<file path="config.mk">
export PLATFORM = sky130hd
export DESIGN_NAME = slave_fifo_pkt
export DESIGN_NICKNAME = d
export VERILOG_FILES = /design/src/rtl/slave_fifo_pkg.sv /design/src/rtl/slave_fifo_ram.sv /design/src/rtl/slave_fifo_pkt.sv
export SDC_FILE = /design/constraint.sdc
export NUM_CORES = 2
export LEC_CHECK = 0
export ABC_CLOCK_PERIOD_IN_PS = 6000
export BUFFER_PORTS_ARGS = -buffer_cell sky130_fd_sc_hd__buf_2
export CORE_ASPECT_RATIO = 1.1
export CORE_MARGIN = 2
export CORE_UTILIZATION = 35
export DETAILED_ROUTE_END_ITERATION = 10
export SETUP_SLACK_MARGIN = 0.3
export SLEW_MARGIN = 20
export SYNTH_ARGS = -nofsm -noshare
export SYNTH_HDL_FRONTEND = slang
export SYNTH_SLANG_ARGS = --single-unit
</file>
<file path="constraint.sdc">
create_clock -name clk_i -period 6 [get_ports clk_i]
set_input_delay 0.6 -clock clk_i [delete_from_list [all_inputs] [get_ports clk_i]]
set_output_delay 0.6 -clock clk_i [all_outputs]
set_load 0.02 [all_outputs]
</file>
<file path="src/rtl/slave_fifo_pkg.sv">
// Shared types and helpers for the packet-mode slave FIFO.
package slave_fifo_pkg;

  localparam int unsigned DefaultPlenW = 3;

  typedef enum logic [1:0] {StIdle, StReq, StSend} slv_state_t;

  // Packet length in words: 4 << code, saturated at the buffer depth.
  function automatic int unsigned pkglen_decode(input int unsigned code, input int unsigned aw);
    int unsigned depth;
    int unsigned len;
    depth = 32'd1 << aw;
    if (code >= 30) return depth;
    len = 32'd4 << code;
    return (len > depth) ? depth : len;
  endfunction

endpackage

</file>
<file path="src/rtl/slave_fifo_ram.sv">
// Storage array for the slave FIFO: one synchronous write port, one asynchronous read port.
module slave_fifo_ram #(
  parameter int unsigned DW = 32,
  parameter int unsigned AW = 6
) (
  input  logic          clk_i,
  input  logic          we_i,
  input  logic [AW-1:0] waddr_i,
  input  logic [DW-1:0] wdata_i,
  input  logic [AW-1:0] raddr_i,
  output logic [DW-1:0] rdata_o
);

  logic [DW-1:0] mem [2**AW];

  always_ff @(posedge clk_i) begin
    if (we_i) begin
      mem[waddr_i] <= wdata_i;
    end
  end

  assign rdata_o = mem[raddr_i];

endmodule

</file>
<file path="src/rtl/slave_fifo_pkt.sv">
// Packet-mode slave FIFO: buffers channel words and streams one full packet per arbiter grant.
module slave_fifo_pkt
  import slave_fifo_pkg::*;
#(
  parameter int unsigned DW     = 32,
  parameter int unsigned AW     = 6,
  parameter int unsigned PLEN_W = DefaultPlenW
) (
  input  logic              clk_i,
  input  logic              rst_i,
  input  logic [DW-1:0]     chx_data_i,
  input  logic              chx_valid_i,
  output logic              chx_ready_o,
  input  logic              slvx_en_i,
  input  logic [PLEN_W-1:0] slvx_pkglen_i,
  input  logic              slvx_flush_i,
  output logic [AW:0]       slvx_margin_o,
  input  logic              a2sx_ack_i,
  output logic              slvx_req_o,
  output logic [DW-1:0]     slvx_data_o,
  output logic              slvx_valid_o,
  output logic              slvx_last_o
);

  localparam int unsigned PtrW  = AW + 1;
  localparam logic [AW:0] Depth = {1'b1, {AW{1'b0}}};
  localparam logic [AW:0] One   = {{AW{1'b0}}, 1'b1};

  slv_state_t  state_q;
  logic [AW:0] wr_ptr_q, rd_ptr_q, wr_ptr_d, rd_ptr_d;
  logic [AW:0] count_d, len_dec, len_q, beat_q, margin_q;
  logic        req_q, valid_q, last_q;
  logic        full, push, pop;
  logic [DW-1:0] rd_data;

  assign full = (wr_ptr_q[AW] != rd_ptr_q[AW]) && (wr_ptr_q[AW-1:0] == rd_ptr_q[AW-1:0]);

  assign chx_ready_o = slvx_en_i & ~full & ~slvx_flush_i & ~rst_i;
  assign push        = chx_valid_i & chx_ready_o;
  assign pop         = valid_q;

  assign wr_ptr_d = wr_ptr_q + {{AW{1'b0}}, push};
  assign rd_ptr_d = rd_ptr_q + {{AW{1'b0}}, pop};
  assign count_d  = wr_ptr_d - rd_ptr_d;
  assign len_dec  = PtrW'(pkglen_decode(32'(slvx_pkglen_i), AW));

  slave_fifo_ram #(
    .DW (DW),
    .AW (AW)
  ) u_ram (
    .clk_i   (clk_i),
    .we_i    (push),
    .waddr_i (wr_ptr_q[AW-1:0]),
    .wdata_i (chx_data_i),
    .raddr_i (rd_ptr_q[AW-1:0]),
    .rdata_o (rd_data)
  );

  // Flush shares the reset path; reset and flush both clear every register.
  always_ff @(posedge clk_i) begin
    if (rst_i || slvx_flush_i) begin
      state_q  <= StIdle;
      wr_ptr_q <= '0;
      rd_ptr_q <= '0;
      len_q    <= '0;
      beat_q   <= '0;
      margin_q <= Depth;
      req_q    <= 1'b0;
      valid_q  <= 1'b0;
      last_q   <= 1'b0;
    end else begin
      wr_ptr_q <= wr_ptr_d;
      rd_ptr_q <= rd_ptr_d;
      margin_q <= Depth - count_d;
      unique case (state_q)
        StIdle: begin
          if (slvx_en_i && (count_d >= len_dec)) begin
            state_q <= StReq;
            req_q   <= 1'b1;
            len_q   <= len_dec;
          end
        end
        StReq: begin
          if (a2sx_ack_i) begin
            state_q <= StSend;
            req_q   <= 1'b0;
            valid_q <= 1'b1;
            beat_q  <= One;
            last_q  <= (len_q == One);
          end
        end
        StSend: begin
          if (last_q) begin
            valid_q <= 1'b0;
            last_q  <= 1'b0;
            beat_q  <= '0;
            // Enough data already buffered: re-request without passing through idle.
            if (slvx_en_i && (count_d >= len_dec)) begin
              state_q <= StReq;
              req_q   <= 1'b1;
              len_q   <= len_dec;
            end else begin
              state_q <= StIdle;
            end
          end else begin
            beat_q <= beat_q + One;
            last_q <= ((beat_q + One) == len_q);
          end
        end
        default: state_q <= StIdle;
      endcase
    end
  end

  assign slvx_margin_o = margin_q;
  assign slvx_req_o    = req_q;
  assign slvx_valid_o  = valid_q;
  assign slvx_last_o   = last_q;
  assign slvx_data_o   = valid_q ? rd_data : '0;

endmodule

</file>
==> results.json <==
{
  "cp.required_ns": 5.40,
  "die_w_um": 459.9,
  "postCtsSetupBuffers": 0,
  "worstSetupStartpointType": "register",
  "postRouteAntennaNets": 0,
  "wl_per_cell_um": 28.96,
  "vias": 35713,
  "drt_pass1_iterations": 7,
  "syn_area_um2": 80030,
  "setup_viol": 0,
  "hpwl_mm": 107.9,
  "rsz0062_at_grt": "false",
  "fin_worst_skew_ns": 0.03528,
  "vdd_drop_max_uv": 316.9,
  "max_slew_margin_pct": 23.74,
  "r2r_slack_ns": 1.13,
  "final-max-slew-violation-count": 0,
  "grt_remaining_overflow": 0,
  "synthArstFlopShare_pct": 0,
  "post-synth-top-area-cell": "edfxtp_1",
  "syn-num-nets": 3346,
  "path_max_fanout": 103,
  "drc": 0,
  "finalCriticalPeriod_ns": 5.438,
  "hold_viol": 0,
  "vias_per_cell": 5.377,
  "maxCapViolCount": 0,
  "p_leak_nw": 26.96,
  "num_rows": 184,
  "grt_usage_pct": 16.55,
  "root_buffer": "clkbuf_16",
  "p_per_area_nw_per_um2": 316.5,
  "cts_buffers": 189,
  "postCtsResizedCells": 0,
  "hold_path_class": "input pin to register",
  "initial_utilization_pct": 35.11,
  "port_buffers": 83,
  "worstPathArrival_ns": 4.84,
  "core_um2": 227900,
  "netlist.area_leader.share_pct": 76.84,
  "cts_buffer_depth": 3,
  "hold_buffers": 0,
  "drt_iter0_drc": 3555,
  "ys_top_cells_by_area": "edfxtp_1, mux4_2, dfxtp_1",
  "ys_warn_count": 0,
  "critical_path_class": "register to output pin",
  "area_growth_syn_to_layout_pct": 14.30,
  "die_y_um": 505.5,
  "synth-seq-cells": 2086,
  "routed_wl_mm": 192.4,
  "dieArea_um2": 232500,
  "p_total_mw": 28.95,
  "drive_gt1_share_pct": 32.87,
  "syn-mean-instance-area_um2": 24.35,
  "grt_pass1_vias": 37056,
  "synth_ff_type": "edfxtp_1",
  "yosysUniqueCellTypes": 49,
  "cp-end-kind": "output pin",
  "max_freq_mhz": 183.9,
  "period_share_pct": 90.63,
  "tightestPinTransition_ns": 1.141,
  "status": "completed",
  "grt_pass1_wl_mm": 276.3,
  "syn_inst": 3286,
  "cts.sinks": 2086,
  "io_pins": 84,
  "clk_pin_slew_worst_paths_ns": 0.06,
  "cts_tree": "built",
  "ys_seq_area_share_pct": 77.79,
  "fin_nets": 3562,
  "synth-edff-count": 2048,
  "worstSkewPairLatency_ns": 0.81,
  "antenna_found_initial": 19,
  "gp_congestion": 0.7807,
  "htreeDepth": 4,
  "grt_start_max_net_pins": 104,
  "setup_tns_ns": 0
}
## metrics by stage
stage	utilization, %	hold WS [ns]	instance area (um2)	instances	worst slack, ns
CTS	40.10	0.01841	91390	6639	0.4985
floorplan	-	0.4654	80030	3286	1.782
global route	40.14	0.07411	91480	6641	0.3661
global placement	37.23	0.4495	84860	6286	1.215
detailed placement	37.24	0.4612	84880	6287	1.156
finish	40.14	0.08154	91480	6642	0.5624
## placed cells by master, fill, tap and decap left out, types with 5 or more instances in the layout
cell type	n
a21oi_1	15
and2_1	10
buf_12	8
buf_2	52
buf_4	137
bufinv_16	32
clkbuf_1	23
clkbuf_16	198
clkinv_1	42
clkinv_2	44
clkinvlp_4	5
dfxtp_1	33
dfxtp_4	5
edfxtp_1	2048
ha_1	18
inv_1	10
mux2i_1	64
mux4_2	640
nand2_1	16
nand3_1	19
nand3b_1	7
nor2_1	35
nor2_4	64
nor3_1	8
o21a_1	5
o21ai_0	9
o22ai_1	31
xnor2_1	22
xor2_1	8
## cell families (layout without fill, tap and decap cells)
kind of cell	after synthesis	after routing	share of synthesized area (%)
compound gates	77	77	0.6160
xor+xnor	33	33	0.4127
fa+ha+maj	19	19	0.3064
buf+inv	182	559	0.9803
flops	2086	2086	77.79
mux	705	705	18.82
other cells	0	3	0
simple gates	184	184	1.065
## worst paths after layout
check                               start                       to  depth (start not counted)
hold reg to reg   slvx_req_o$_SDFFE_PP0P_  slvx_req_o$_SDFFE_PP0P_                          2
setup / recovery   rd_ptr_q[1]$_SDFF_PP0_          slvx_data_o[18]                          7
hold / removal           slvx_pkglen_i[2]    len_q[6]$_SDFFE_PP0P_                          3
setup reg to reg   rd_ptr_q[4]$_SDFF_PP0_    len_q[5]$_SDFFE_PP0P_                         18
## layer usage
layer | GRT usage [%] | up-vias | wire length [um]
met5 | 0 | - | 61
met4 | 5.195 | 8 | 5620
met3 | 2.197 | 270 | 9102
met2 | 29.06 | 1076 | 101600
met1 | 21.23 | 19736 | 76000
li1 | - | 14623 | -
## sequential cells by signal, indices dropped and copies added (netlist names)
name	flops
u_ram.mem	2048
beat_q	7
rd_ptr_q	7
slvx_margin_o	7
wr_ptr_q	7
len_q	5
state_q	2
slvx_last_o	1
slvx_req_o	1
slvx_valid_o	1
## synthesized netlist by cell type (2+ instances only)
cell,count
edfxtp_1,2048
mux4_2,640
nor2_1,99
clkbuf_1,70
mux2i_1,64
buf_2,63
dfxtp_1,38
buf_1,35
o22ai_1,31
xnor2_1,22
nand3_1,19
ha_1,18
nand2_1,17
a21oi_1,15
and2_1,10
inv_1,10
o21ai_0,9
nor3_1,8
xor2_1,8
nand3b_1,7
o21a_1,5
and3_1,4
or3b_2,4
a22oi_1,3
nand2b_1,3
or3_1,3
xnor3_1,3
a21boi_0,2
a21o_1,2
buf_4,2
buf_6,2
nand4_1,2
o211a_1,2
or2_2,2
or4_1,2
## power by group
group	leakage (nW)	switching [mW]	internal, mW	total [mW]
Sequential	18.7	0.00320	16.0	16.0
Clock	3.20	5.25	7.38	12.6
Combinational	5.05	0.273	0.0643	0.337
## cell type report
type	instances	area, um2
Timing Repair Buffer	197	1449
Multi-Input combinational cell	1018	17470
Clock buffer	221	5041
Tap cell	2976	3724
Inverter	10	37.54
Fill cell	19735	136400
Antenna cell	3	7.507
Clock inverter	131	1469
Sequential cell	2086	62280
## worst max-delay path: stages (launching register included)
cell	delay (ns)
dfxtp_4	0.40
buf_12	0.47
buf_4	0.84
mux4_2	0.41
mux4_2	0.54
mux2i_1	0.45
o22ai_1	0.40
buf_2	0.31
Power figures use the tool's default switching activity.
